File: src/rtl/uart_receiver.sv
// uart_receiver: 8N1 serial receive path between the host and the CPU.
// The line is brought into the clk domain through a two-flop synchronizer.
// A start/data/stop FSM samples each bit in the middle of its bit time.
// LSB-first bytes are collected in a shift register. Each completed byte is
// handed to the CPU through a one-entry ready/valid holding register.
// Framing errors and overruns are reported as single-cycle pulses.
module uart_receiver #(
  parameter int CLOCK_FREQ = 125_000_000,
  parameter int BAUD_RATE  = 115_200
) (
  input  logic       clk,
  input  logic       rst,
  input  logic       serial_in,
  output logic [7:0] data_out,
  output logic       data_out_valid,
  input  logic       data_out_ready,
  output logic       framing_error,
  output logic       overrun
);

  // Clocks per bit, and the mid-bit sample point inside each bit time.
  localparam int SYMBOL_EDGE_TIME = CLOCK_FREQ / BAUD_RATE;
  localparam int SAMPLE_TIME      = SYMBOL_EDGE_TIME / 2;
  localparam int CNT_W            = (SYMBOL_EDGE_TIME > 1) ? $clog2(SYMBOL_EDGE_TIME) : 1;

  localparam logic [CNT_W-1:0] SAMPLE_LAST = CNT_W'(SAMPLE_TIME - 1);
  localparam logic [CNT_W-1:0] SYMBOL_LAST = CNT_W'(SYMBOL_EDGE_TIME - 1);

  typedef enum logic [1:0] {
    IDLE,
    START,
    DATA,
    STOP
  } state_t;

  state_t           state;
  logic [CNT_W-1:0] clk_cnt;
  logic [2:0]       bit_cnt;
  logic [7:0]       shift_reg;
  logic             rx_meta;
  logic             rx_s;

  // Two-stage synchronizer for the asynchronous serial line.
  // NOTE: both stages reset to 1 (line idle). A reset value of 0 would look
  // like a start bit immediately after reset is released.
  always_ff @(posedge clk or posedge rst) begin
    if (rst) begin
      rx_meta <= 1'b1;
      rx_s    <= 1'b1;
    end else begin
      // NOTE: non-blocking assignments let rx_s take the old rx_meta value.
      // This builds two flops. Blocking assignments would collapse the chain
      // to a single stage.
      rx_meta <= serial_in;
      rx_s    <= rx_meta;
    end
  end

  // Frame FSM with its counters, plus the holding register and error pulses.
  always_ff @(posedge clk or posedge rst) begin
    if (rst) begin
      state          <= IDLE;
      clk_cnt        <= '0;
      bit_cnt        <= '0;
      shift_reg      <= '0;
      data_out       <= '0;
      data_out_valid <= 1'b0;
      framing_error  <= 1'b0;
      overrun        <= 1'b0;
    end else begin
      framing_error <= 1'b0;
      overrun       <= 1'b0;

      // NOTE: this clear comes before the STOP-state load below. When a byte
      // is accepted and a new byte loads in the same cycle, the later
      // assignment wins, so valid stays high and holds the new byte.
      if (data_out_valid && data_out_ready)
        data_out_valid <= 1'b0;

      case (state)
        IDLE: begin
          clk_cnt <= '0;
          if (!rx_s)
            state <= START;
        end

        START: begin
          if (clk_cnt == SAMPLE_LAST && rx_s) begin
            // The line went high again before mid-bit: treat it as a glitch.
            state   <= IDLE;
            clk_cnt <= '0;
          end else if (clk_cnt == SYMBOL_LAST) begin
            state   <= DATA;
            clk_cnt <= '0;
            bit_cnt <= '0;
          end else begin
            clk_cnt <= clk_cnt + 1'b1;
          end
        end

        DATA: begin
          if (clk_cnt == SAMPLE_LAST)
            shift_reg <= {rx_s, shift_reg[7:1]};
          if (clk_cnt == SYMBOL_LAST) begin
            clk_cnt <= '0;
            if (bit_cnt == 3'd7)
              state <= STOP;
            else
              bit_cnt <= bit_cnt + 1'b1;
          end else begin
            clk_cnt <= clk_cnt + 1'b1;
          end
        end

        STOP: begin
          // Decide at mid stop bit and return to IDLE right away, so a
          // following frame sent with a minimal stop bit is not missed.
          if (clk_cnt == SAMPLE_LAST) begin
            state   <= IDLE;
            clk_cnt <= '0;
            if (!rx_s) begin
              framing_error <= 1'b1;
            end else if (!data_out_valid || data_out_ready) begin
              data_out       <= shift_reg;
              data_out_valid <= 1'b1;
            end else begin
              overrun <= 1'b1;
            end
          end else begin
            clk_cnt <= clk_cnt + 1'b1;
          end
        end

        default: begin
          state   <= IDLE;
          clk_cnt <= '0;
        end
      endcase
    end
  end

endmodule

File: config.mk
export PLATFORM = sky130hd
export DESIGN_NAME = uart_receiver
export DESIGN_NICKNAME = d
export VERILOG_FILES = /design/src/rtl/uart_receiver.sv
export SDC_FILE = /design/constraint.sdc
export NUM_CORES = 1
export LEC_CHECK = 0
export CAP_MARGIN = 20
export CORE_ASPECT_RATIO = 0.8
export CORE_MARGIN = 2
export CORE_UTILIZATION = 50
export DETAILED_ROUTE_END_ITERATION = 8
export PLACE_DENSITY = 0.71
export SYNTH_ARGS = -nofsm -noshare
export SYNTH_HDL_FRONTEND = slang
export SYNTH_SLANG_ARGS = --single-unit
File: constraint.sdc
create_clock -name clk -period 2.3 [get_ports clk]
set_input_delay 0.69 -clock clk [delete_from_list [all_inputs] [get_ports clk]]
set_output_delay 0.69 -clock clk [all_outputs]
set_load 0.01 [all_outputs]
==> run_results.csv, run 1 <==
group,metric,value,unit
floorplan,rows,19,
logic_synthesis,synth-compound-area-share,0.04665,
logic_synthesis,syn-num-nets,155,
logic_synthesis,async_flop_share,1.000,
floorplan,die_y,56.41,µm
global_route,grt_first_pass_wirelength,5085,µm
logic_synthesis,synth_top_family_by_area,"simple AND/OR/NAND/NOR gates",
logic_synthesis,synthMuxAreaShare,0.1297,
logic_synthesis,synth_fa_ha_area_frac,0.03644,
global_route,track_usage,0.1710,
logic_synthesis,synth_edf_count,0,
logic_synthesis,syn_area_per_cell,11.76,µm²
min_path,hold_class,"reg -> reg",
clocking,clock_latency,290,ps
logic_synthesis,synth.most_common_cell,"dfrtp_1",
layout,drive_above_1_share,0.2169,
critical_path,crit_path_end_kind,"flop",
timing,period_share,0.8263,
critical_path,reg2reg_from,"clk_cnt[0]",
critical_path,crit_start,"clk_cnt[0]",
floorplan,initial_core_util,0.5121,
timing,finalHoldViolCount,0,
clocking,cts_tree,"built",
clocking,clockBufferDepth,2,
critical_path,r2r-end,"bit_cnt[0]",
placement,place_inst,200,
clocking,htreeDepth,2,
timing,max_freq,526.2,MHz
global_route,grt_start_max_net_pins,38,
logic_synthesis,synthSimpleGateAreaFrac,0.1662,
logic_synthesis,synth_common_cells,"dfrtp_1, nor2_1, mux2_2",
clocking,clkTransAtPathRegs,70,ps
critical_path,crit_required,2470,ps
clocking,clkSinkCount,37,
placement,place.gp.congestion,0.8315,
layout,area_growth,15.74,%
layout,layout.nets,174,
floorplan,floorplan.die_area,3921,µm²
logic_synthesis,seq_area_frac_synth,0.5408,
logic_synthesis,synth_cells,146,
route,via_per_inst,5.260,
power,p_leak,0.0009333,µW
clocking,clockRootBuffer,"clkbuf_8",
global_route,grt_antenna_before_repair,0,
route,ant_nets,0,
critical_path,cp_data_arrival_time,2070,ps
critical_path,critPathMaxFanout,7,
logic_synthesis,synth-seq-cells,37,
logic_synthesis,yosysTopAreaCellShare,0.5102,
clocking,holdBufCountCts,0,
layout,largest_register_ffs,11,
layout,nFillCells,261,
critical_path,setup.worst_path.start_class,"flop",
route,avgRoutedWirePerCell,13.64,µm
run_status,status,"completed",
logic_synthesis,synthFlopType,"dfrtp_1",
logic_synthesis,yosysTopAreaCell,"dfrtp_1",
timing,tightest_slew,459.4,ps
global_route,overflow,0,
logic_synthesis,yosysWarnings,0,
timing,finalMaxSlewViolations,0,
route,dr.pass1.iters,4,
critical_path,r2r_cells,6,
route,drc,0,
timing,relSlewSlack,0.6938,
placement,place_hpwl,2010,µm
placement,io_buffers,14,
critical_path,worstSetupPathType,"reg -> reg",
timing,final.setup.tns,0,ps
logic_synthesis,synthTopCellsByArea,"dfrtp_1, mux2_2, nor2_1, ha_1, dfstp_2",
power,ir_worst_vdd,0.3865,mV
floorplan,core_area,3352,µm²
logic_synthesis,synth_xor_area_frac,0.04592,
route,wl,2837,µm
clocking,cts_buffers,5,
route,vias,1094,
power,p_per_area,564.3,nW/µm²
floorplan,die_x,69.51,µm
clocking,post_cts_buffers,0,
critical_path,reg2reg_slack,400,ps
layout,n_antenna_cell,0,
critical_path,endpoint,"bit_cnt[0]",
global_route,grt_pass1_vias,1066,
timing,finalClockSkew,8.207,ps
logic_synthesis,synth.distinct_cells,36,
route,first_iter_violations,126,
clocking,cts.repair.resized,0,
timing,rsz0062_at_grt,"false",
floorplan,ios,15,
timing,setup_violations,0,
timing,fin_crit,1901,ps
job,cap_violations,0,
layout,instances_no_fill,208,
logic_synthesis,syn_area,1717,µm²
logic make-up after synthesis:
kind of cell               after synthesis
DFF                                     37
adders and majority gates                5
and+or+nand+nor                         51
AOI/OAI and AO/OA                       13
buffers and inverters                   12
muxes                                   19
xor gates and xnor gates                 9
through the flow:
stage                     hold slack (ps)  utilization  setup slack, ps  power (µW)  area, µm²
after floorplan                     345.2            -            585.1       680.9       1717
after global placement              346.0       0.5655            241.6       689.0       1896
after detailed placement            347.2       0.5655            214.8       689.7       1896
after CTS                           358.1       0.5928            403.9        1141       1987
after global routing                359.7       0.5928            309.4        1173       1987
final                               357.7       0.5928            399.4        1121       1987
metal layers:
layer  up-vias  global-route usage  wire (µm)  share of wire
met3         2             0.07181        144          0.051
met4         0             0.07563         31          0.011
li1        532                   -          -              -
met5         -                   0          0              0
met1       527              0.2245       1338           0.47
met2        33              0.2486       1323           0.47
power by group:
group	internal (µW)	switching, µW
Sequential	653	3.14
Clock	214	230
Combinational	6.55	13.2
Total	874	247
critical path: stages (launching register included):
cell and delay [ps]:
dfrtp_1 480, inv_1 80, ha_1 190, and4b_2 250, and3_1 220, o21ai_1 200
mux2_2 380
area by class of cell:
cell class	count	area [µm²]	share of cell area
Multi-Input combinational cell	97	729.5	0.3671
Tap cell	42	52.55	0.02645
Timing Repair Buffer	16	155.1	0.07809
Clock buffer	5	68.82	0.03463
Clock inverter	3	22.52	0.01133
Inverter	8	30.03	0.01511
Sequential cell	37	928.4	0.4673
worst min-delay path by stage:
stage	from	slack (ps)	endpoint	cells past startpoint
2_1_floorplan	rx_meta	350	rx_s	0
3_3_place_gp	rx_meta	350	rx_s	0
3_5_place_dp	rx_meta	350	rx_s	0
4_1_cts	rx_meta	360	rx_s	0
5_1_grt	rx_meta	360	rx_s	0
6_report	rx_meta	360	rx_s	0
layout by cell type (no fill, tap or decap), types with 2 or more instances in the layout:
cell type	netlist	layout
nand3_1	8	8
dfrtp_1	35	35
buf_4	1	2
clkinv_4	0	2
dfstp_2	2	2
nand2b_1	2	2
clkdlybuf4s50_1	0	14
xnor2_1	5	5
mux2i_1	2	2
nand2_1	8	8
clkbuf_8	0	5
a21oi_1	5	5
nor2_1	19	19
inv_1	8	8
ha_1	5	5
mux2_2	14	14
xor2_1	4	4
and3_1	2	2
nor3_1	3	3
mux2_4	3	3
Note: power is estimated with default switching activity, not from simulation.
==> inputs of run 2 (changes only) <==
--- a/config.mk
+++ b/config.mk
@@ -10,7 +10,7 @@
 export CORE_MARGIN = 2
 export CORE_UTILIZATION = 50
 export DETAILED_ROUTE_END_ITERATION = 8
-export PLACE_DENSITY = 0.71
+export PLACE_DENSITY = 0.73
 export SYNTH_ARGS = -nofsm -noshare
 export SYNTH_HDL_FRONTEND = slang
 export SYNTH_SLANG_ARGS = --single-unit
==> constraint.sdc (replaced) <==
create_clock -name clk -period 1.6 [get_ports clk]
set_input_delay 0.48 -clock clk [delete_from_list [all_inputs] [get_ports clk]]
set_output_delay 0.48 -clock clk [all_outputs]
set_load 0.01 [all_outputs]
==> run_results.csv, run 2 (synthesis results as in run 1) <==
group,metric,value,unit
layout,largest_register_ffs,11,
min_path,hp-start,"rx_meta",
min_path,hold_class,"reg -> reg",
layout,layout_commonest_cell,"dfrtp_1",
layout,drive_above_1_share,0.3676,
layout,final_util,0.6730,
timing,fin_crit,1717,ps
timing,setup_violations,29,
clocking,clock_latency,290,ps
floorplan,die_x,69.51,µm
floorplan,die_y,56.41,µm
timing,tightest_slew,510.2,ps
run_status,failed_checks,"setup timing",
floorplan,rows,19,
floorplan,floorplan.die_area,3921,µm²
critical_path,critPathMaxFanout,6,
timing,finalHoldViolCount,0,
floorplan,initial_core_util,0.5121,
layout,n_antenna_cell,0,
clocking,clockBufferDepth,2,
clocking,cts_buffers,5,
layout,layout.nets,193,
layout,regArea,928.4,µm²
timing,finalClockSkew,5.142,ps
power,power,1926,µW
critical_path,r2r-end,"clk_cnt[5]",
placement,place_inst,212,
critical_path,cp_data_arrival_time,1940,ps
route,first_iter_violations,72,
global_route,grt_start_max_net_pins,38,
timing,setup_ws,-117.2,ps
route,avgRoutedWirePerCell,14.50,µm
power,ir_worst_vdd,0.6614,mV
min_path,holdPathEnd,"rx_s",
job,cap_violations,0,
global_route,grt_antenna_before_repair,0,
power,p_leak,0.001117,µW
route,drc,0,
route,via_per_inst,5.441,
run_status,status,"finished, violations left",
route,vias,1235,
global_route,grt_pass1_vias,1229,
clocking,clockRootBuffer,"clkbuf_8",
global_route,grt_first_pass_wirelength,5395,µm
placement,place.gp.congestion,0.7552,
clocking,htreeDepth,2,
layout,area_growth,31.41,%
global_route,overflow,0,
layout,nFillCells,239,
layout,instances_no_fill,227,
placement,place_ws,-275.5,ps
critical_path,reg2reg_slack,-120,ps
route,wl,3291,µm
critical_path,reg2reg_from,"clk_cnt[0]",
clocking,holdBufCountCts,0,
clocking,cts_tree,"built",
timing,finalMaxSlewViolations,0,
layout,final_cell_mix,"dfrtp_1, nor2_1, buf_4, mux2_2, dlygate4sd2_1",
floorplan,core_area,3352,µm²
critical_path,crit_path_end_kind,"flop",
timing,relSlewSlack,0.6586,
critical_path,crit_required,1820,ps
min_path,min_path_cells,0,
critical_path,setup.worst_path.start_class,"flop",
layout,multi_input_area,809.5,µm²
timing,whs,355.6,ps
timing,max_freq,582.4,MHz
critical_path,r2r_cells,7,
global_route,track_usage,0.1779,
placement,io_buffers,14,
power,p_per_area,853.8,nW/µm²
timing,rsz0062_at_grt,"true",
timing,period_share,1.073,
route,dr.pass1.iters,5,
floorplan,ios,15,
placement,place_hpwl,2186,µm
clocking,clkTransAtPathRegs,70,ps
route,ant_nets,0,
clocking,clkSinkCount,37,
critical_path,worstSetupPathType,"reg -> reg",
[run 2: layout make-up]
class / count / share of cell area
inverter: 8 / 0.01331
clock inverter: 3 / 0.02884
multi-input combinational: 97 / 0.3588
tap: 42 / 0.02329
timing repair buffer: 35 / 0.1337
sequential: 37 / 0.4115
clock buffer: 5 / 0.03050
[run 2: worst max-delay path, cell delays in order (launching register included)]
cell and delay (ps):
dfrtp_1 440, ha_4 180, and4bb_4 210, buf_4 140
a211oi_2 250, o32ai_2 120, buf_4 190, nor2_1 120
[run 2: what timing repair did]
item / 4_1_cts / 5_1_grt
buffers inserted: 3 / 3
setup endpoints to repair: 40 / 31
resized for setup: 15 / 16
pin swaps: 0 / 1
cloned: 0 / 1
[run 2: worst max-delay path by stage]
stage,startpoint,endpoint,cells after the start
floorplan,clk_cnt[1],data_out[1],6
global placement,data_out_ready,data_out[4],4
detailed placement,data_out_ready,data_out[7],4
CTS,clk_cnt[1],data_out[1],6
global route,clk_cnt[0],clk_cnt[2],7
finish,clk_cnt[0],clk_cnt[5],7
[run 2: layer usage]
layer | up-vias | share of wire | global-route usage
met5 | - | 0 | 0
li1 | 572 | - | -
met4 | 0 | 0.021 | 0.08683
met1 | 623 | 0.42 | 0.2155
met3 | 7 | 0.041 | 0.04309
met2 | 33 | 0.52 | 0.2995
[run 2: power by group]
group / switching, µW / internal [µW] / total [µW]
Combinational: 19.5 / 12.8 / 32.3
Clock: 330 / 619 / 949
Sequential: 5.06 / 940 / 945
[run 2: stage by stage]
| stage | setup TNS, ps | area (µm²) |
|---|---|---|
| after detailed placement | -2968 | 2002 |
| final | -2174 | 2256 |
| after floorplan | -535.2 | 1723 |
| after global routing | -4396 | 2256 |
| after CTS | -1477 | 2161 |
| after global placement | -2033 | 2002 |
